**config.mk**
```make
export PLATFORM = sky130hd
export DESIGN_NAME = fb_wb_arbiter
export DESIGN_NICKNAME = d
export VERILOG_FILES = /design/src/rtl/fb_wb_arbiter_pkg.sv /design/src/rtl/fb_wb_rr2.sv /design/src/rtl/fb_wb_arbiter.sv
export SDC_FILE = /design/constraint.sdc
export NUM_CORES = 1
export LEC_CHECK = 0
export ABC_AREA = 1
export BUFFER_PORTS_ARGS = -buffer_cell sky130_fd_sc_hd__buf_2
export CORE_ASPECT_RATIO = 2
export CORE_MARGIN = 5
export CORE_UTILIZATION = 37
export DETAILED_ROUTE_END_ITERATION = 16
export PLACE_DENSITY = 0.84
export SYNTH_ARGS = -nofsm -noshare
export SYNTH_HDL_FRONTEND = slang
export SYNTH_SLANG_ARGS = --single-unit
```
**constraint.sdc**
```tcl
create_clock -name clk -period 1.6 [get_ports clk]
set_input_delay 0.4 -clock clk [delete_from_list [all_inputs] [get_ports clk]]
set_output_delay 0.4 -clock clk [all_outputs]
set_load 0.05 [all_outputs]
```
**src/rtl/fb_wb_arbiter_pkg.sv**
```systemverilog
// Shared definitions for the writeback arbiter: the round-robin source encoding
// and default widths.
package fb_wb_arbiter_pkg;

  localparam int FB_32BITS = 32;
  localparam int FB_RAW    = 5;

  localparam logic FB_WB_SRC_LSU = 1'b0;
  localparam logic FB_WB_SRC_MDU = 1'b1;

  typedef enum logic {
    SRC_LSU = FB_WB_SRC_LSU,
    SRC_MDU = FB_WB_SRC_MDU
  } wb_src_e;

endpackage

```
**src/rtl/fb_wb_rr2.sv**
```systemverilog
// Two-requester round-robin arbiter. ptr names the requester that wins a tie; after a
// grant with advance set, ptr moves to the requester that was not granted.
module fb_wb_rr2 (
  input  logic       clk,
  input  logic       reset,
  input  logic [1:0] req,
  input  logic       advance,
  output logic [1:0] gnt,
  output logic       ptr
);

  assign gnt[0] = req[0] & ((ptr == 1'b0) | !req[1]);
  assign gnt[1] = req[1] & ((ptr == 1'b1) | !req[0]);

  // NOTE: state registers use non-blocking assignments so every flop samples pre-edge values.
  always_ff @(posedge clk) begin
    if (reset) begin
      ptr <= 1'b0;
    end else if (advance && gnt[0]) begin
      ptr <= 1'b1;
    end else if (advance && gnt[1]) begin
      ptr <= 1'b0;
    end
  end

endmodule

```
**src/rtl/fb_wb_arbiter.sv**
```systemverilog
// Writeback arbiter: merges ALU, LSU and MDU results onto one register-file write port.
// Optional statistics counters are enabled by defining FB_WB_STATS_EN.
module fb_wb_arbiter
  import fb_wb_arbiter_pkg::*;
#(
  parameter int XLEN = FB_32BITS,
  parameter int RAW  = FB_RAW
) (
  input  logic            clk,
  input  logic            reset,
  input  logic            alu_valid,
  input  logic [RAW-1:0]  alu_rd,
  input  logic [XLEN-1:0] alu_data,
  input  logic            lsu_valid,
  output logic            lsu_ready,
  input  logic [RAW-1:0]  lsu_rd,
  input  logic [XLEN-1:0] lsu_data,
  input  logic            mdu_valid,
  output logic            mdu_ready,
  input  logic [RAW-1:0]  mdu_rd,
  input  logic [XLEN-1:0] mdu_data,
  output logic            rf_we,
  output logic [RAW-1:0]  rf_waddr,
  output logic [XLEN-1:0] rf_wdata
`ifdef FB_WB_STATS_EN
  ,
  output logic [31:0]     stat_commits,
  output logic [31:0]     stat_lsu_stall,
  output logic [31:0]     stat_mdu_stall
`endif
);

  logic [1:0]      rr_req;
  logic [1:0]      rr_gnt;
  logic            rr_ptr;
  logic            sel_valid;
  logic [RAW-1:0]  sel_rd;
  logic [XLEN-1:0] sel_data;

  // ALU has absolute priority; LSU/MDU only compete when the ALU slot is free.
  assign rr_req = {mdu_valid, lsu_valid} & {2{!reset && !alu_valid}};

  // The writeback port never stalls, so every grant advances the pointer.
  fb_wb_rr2 u_rr (
    .clk     (clk),
    .reset   (reset),
    .req     (rr_req),
    .advance (1'b1),
    .gnt     (rr_gnt),
    .ptr     (rr_ptr)
  );

  assign lsu_ready = rr_gnt[FB_WB_SRC_LSU];
  assign mdu_ready = rr_gnt[FB_WB_SRC_MDU];

  // NOTE: every signal gets a default at the top of always_comb so no latch is inferred.
  always_comb begin
    sel_valid = 1'b0;
    sel_rd    = '0;
    sel_data  = '0;
    if (alu_valid) begin
      sel_valid = 1'b1;
      sel_rd    = alu_rd;
      sel_data  = alu_data;
    end else if (lsu_ready) begin
      sel_valid = 1'b1;
      sel_rd    = lsu_rd;
      sel_data  = lsu_data;
    end else if (mdu_ready) begin
      sel_valid = 1'b1;
      sel_rd    = mdu_rd;
      sel_data  = mdu_data;
    end
  end

  // The register file forwards wdata on address match even without we, so idle and
  // x0 slots drive the whole port to zero rather than holding stale data.
  always_ff @(posedge clk) begin
    if (reset) begin
      rf_we    <= 1'b0;
      rf_waddr <= '0;
      rf_wdata <= '0;
    end else if (sel_valid && (sel_rd != '0)) begin
      rf_we    <= 1'b1;
      rf_waddr <= sel_rd;
      rf_wdata <= sel_data;
    end else begin
      rf_we    <= 1'b0;
      rf_waddr <= '0;
      rf_wdata <= '0;
    end
  end

`ifdef FB_WB_STATS_EN
  always_ff @(posedge clk) begin
    if (reset) begin
      stat_commits   <= '0;
      stat_lsu_stall <= '0;
      stat_mdu_stall <= '0;
    end else begin
      if (rf_we)                   stat_commits   <= stat_commits + 32'd1;
      if (lsu_valid && !lsu_ready) stat_lsu_stall <= stat_lsu_stall + 32'd1;
      if (mdu_valid && !mdu_ready) stat_mdu_stall <= stat_mdu_stall + 32'd1;
    end
  end
`endif

endmodule

```
==> qor.txt <==
==================================================================================================
Post-route setup TNS                                                                          0 ps
Most area-hungry cell type in the Yosys netlist                                       sky130_fd_sc_hd__dfxtp_1
Distinct cell type count of the synthesized netlist                                             16
Total routing usage reported by global routing                                               0.194
Cell depth of the worst hold path                                                                3
Power per standard cell area                                                           912 nW/um^2
Launch point of the worst hold path                                                    alu_data[9]
RePlAce Congestion                                                                           0.902
IO Count                                                                                       156
Vias after detailed routing                                                                   2274
Clock transition time at the flip-flop clock pins of the worst setup and hold paths          80 ps
Data required, critical path                                                               1200 ps
Final Critical Period                                                                      1530 ps
Fraction of layout cells with a size suffix above 1                                          0.448
Global-route wire length before repair                                                     9470 um
Kind of end point of the critical path                                                 output port
Warnings from Yosys                                                                              0
Initial antenna violation count                                                                  0
Vertical die dimension                                                                      107 um
Smallest hold slack                                                                         356 ps
Pin slew with the least headroom to its limit                                               273 ps
Crit. Startpoint                                                                          u_rr.ptr
Sequential cell area fraction in the yosys report                                            0.447
Average instance area after synthesis                                                   6.66 sq um
Maximum number of pins on one net before global-route repair                                    23
Via density per instance                                                                      4.70
Maximum fanout along the worst path                                                              6
Remaining antenna violation count                                                                0
Fill count                                                                                     467
Level count of the clock H-tree                                                                  2
Detailed-router iteration count before antenna repair                                            4
Top cell family by delay on the critical path                                           flip-flops
Area enclosed by the die boundary                                                       6270 sq um
End of the worst hold path                                                             rf_wdata[9]
Final layout net count                                                                         544
Post-Syn Nets                                                                                  378
Root Buffer                                                                           sky130_fd_sc_hd__clkbuf_8
Post-placement setup slack                                                                -38.3 ps
List of most frequent post-synthesis cells                                            sky130_fd_sc_hd__nand2_1, sky130_fd_sc_hd__dfxtp_1, sky130_fd_sc_hd__nor2_1, sky130_fd_sc_hd__a21oi_1
Final Routed Wirelength                                                                    6280 um
Run status                                                                               completed
Worst min-delay path category                                                            in -> reg
Share of Yosys cell area claimed by the top area cell type                                   0.447
Hold buffers post-CTS                                                                            0
TritonCTS Buffers                                                                                5
Number of global-route vias before repair                                                     2184
Multi-input gate area                                                                    843 sq um
Arrival time at the worst endpoint                                                         1130 ps
Core occupancy in the finished layout                                                        0.612
Overflow left after global routing                                                               0
Number of enable-type register cells in the synthesized netlist                                  0
Crit-path slowest cell                                                                sky130_fd_sc_hd__dfxtp_2
Capturing point of the worst reg2reg path                                             rf_wdata[26]
Final clock period utilization by the worst path                                             0.955
DPL Wire Length                                                                            5140 um
Post-Synthesis Cells                                                                           262
Max VDD drop                                                                                637 uV
Number of flip-flops and latches in the synthesized netlist                                     39
Maximum clock path buffer count                                                                  2
Element type at the critical path start                                                   register
Reg2reg start                                                                             u_rr.ptr
Most common cell in the netlist                                                       sky130_fd_sc_hd__nand2_1
Top cells by area in the synthesized netlist                                          sky130_fd_sc_hd__dfxtp_1, sky130_fd_sc_hd__nand2_1, sky130_fd_sc_hd__a21oi_1, sky130_fd_sc_hd__nor2_1, sky130_fd_sc_hd__nand4_1
Primary FF master, synth                                                              sky130_fd_sc_hd__dfxtp_1
Die span in x                                                                              58.6 um
Worst path max stage delay                                                                  350 ps
Area Growth Syn to Fin                                                                       61.3%
Clock insertion delay at the later pin of the skew report                                   280 ps
Sequential cell area                                                                     782 sq um
Clock tree from TritonCTS                                                                    built
Pins over their slew limit                                                                       0
Total number of placement rows                                                                  35
Worst setup skew after layout                                                              3.95 ps
Detail-routed net length per standard cell                                                 13.0 um
Leakage power summed over all cells                                                        1.65 nW
Final worst setup slack                                                                    72.7 ps
Combined area of all synthesized cells                                                  1750 sq um
Series of cell instances along the critical path                                      inv_1, nand2_2, nand3_2, inv_2, buf_8
Number of cells on the worst reg-to-reg path                                                    10
Placeable core region                                                                   4600 sq um
Max Cap Violations                                                                               0
Proportion of synthesized flip-flops having asynchronous set or reset                            0
Final number of setup-violating endpoints                                                        0
Crit path buffers/inverters                                                                      3
Antenna Diode Count                                                                              0
Crit path kind                                                                          reg -> out
Hold Fails Final Rpt                                                                             0
Residual DRC count                                                                               0
Drt initial violations                                                                          56
Number of I/O port buffers                                                                     155
Max Clock Freq                                                                             655 MHz
Reg2Reg Setup Slack                                                                         250 ps
Headroom to the max-slew limit                                                               0.819
Starting density of the core                                                                 0.380
TritonCTS sink count                                                                            39
==================================================================================================
[power breakdown]
part           total [mW]  switching (mW)  leakage, nW  internal, mW
logic               0.676           0.433         1.27         0.243
registers            1.05          0.0141        0.322          1.03
clock network       0.846           0.341       0.0612         0.505
[what timing repair did]
action / CTS / global route
resized for setup: 5 / 5
endpoints found under the setup margin: 2 / 2
buffers inserted: 0 / 2
[worst max path at each step]
stage / to / slack (ps) / depth (start not counted)
floorplan: mdu_ready / 60 / 5
global placement: mdu_ready / -30 / 6
detailed placement: mdu_ready / -40 / 6
CTS: mdu_ready / 30 / 5
global route: mdu_ready / -10 / 5
finish: mdu_ready / 70 / 5
[metrics by stage]
step                cell area (sq um)  power (mW)  cells
finish                           2820        2.57    484
global route                     2820        2.69    484
CTS                              2780        2.59    482
detailed placement               2650        1.73    474
global placement                 2650        1.72    474
floorplan                        1750        1.46    262
[placed cells by master, fill, tap and decap left out]
master / count
sky130_fd_sc_hd__a21oi_1: 33
sky130_fd_sc_hd__nor2_2: 1
sky130_fd_sc_hd__nand2_4: 1
sky130_fd_sc_hd__bufinv_16: 1
sky130_fd_sc_hd__nand2_2: 2
sky130_fd_sc_hd__buf_12: 2
sky130_fd_sc_hd__buf_4: 16
sky130_fd_sc_hd__nor2_1: 37
sky130_fd_sc_hd__clkinv_2: 1
sky130_fd_sc_hd__buf_8: 2
sky130_fd_sc_hd__clkbuf_8: 6
sky130_fd_sc_hd__buf_2: 153
sky130_fd_sc_hd__inv_4: 1
sky130_fd_sc_hd__nand3_2: 3
sky130_fd_sc_hd__nand3_1: 5
sky130_fd_sc_hd__dfxtp_2: 1
sky130_fd_sc_hd__inv_1: 9
sky130_fd_sc_hd__inv_2: 2
sky130_fd_sc_hd__nand2_1: 106
sky130_fd_sc_hd__nand4_1: 9
sky130_fd_sc_hd__dfxtp_1: 38
[layout make-up]
class                           instances  share of cell area
Clock buffer                            6              0.0293
Sequential cell                        39               0.278
Clock inverter                          2              0.0124
Multi-Input combinational cell        197               0.300
Timing Repair Buffer                  173               0.340
Tap cell                               55              0.0244
Inverter                               12              0.0169
[tightest hold or removal path, stage by stage]
cell and delay (ps):
sky130_fd_sc_hd__buf_2 70, sky130_fd_sc_hd__a21oi_1 50, sky130_fd_sc_hd__nor2_1 80
[sequential cells by signal, indices dropped and copies added (netlist names)]
register,flops
rf_waddr,5
rf_wdata,32
rf_we,1
u_rr.ptr,1
[cells by family (layout without fill, tap and decap cells)]
kind of cell    Yosys count  after routing  share of synthesized area
compound gates           33             33                     0.0946
buf+inv                  26            193                     0.0738
flops                    39             39                      0.447
simple gates            164            164                      0.384
[layer usage]
layer	part of all wire	GRT usage	vias to the layer above
met4	0.030	0.0978	0
met1	0.33	0.189	996
met2	0.55	0.362	111
met3	0.091	0.0446	16
li1	-	-	1151
met5	0	0	-
Note: power is estimated with default switching activity, not from simulation.
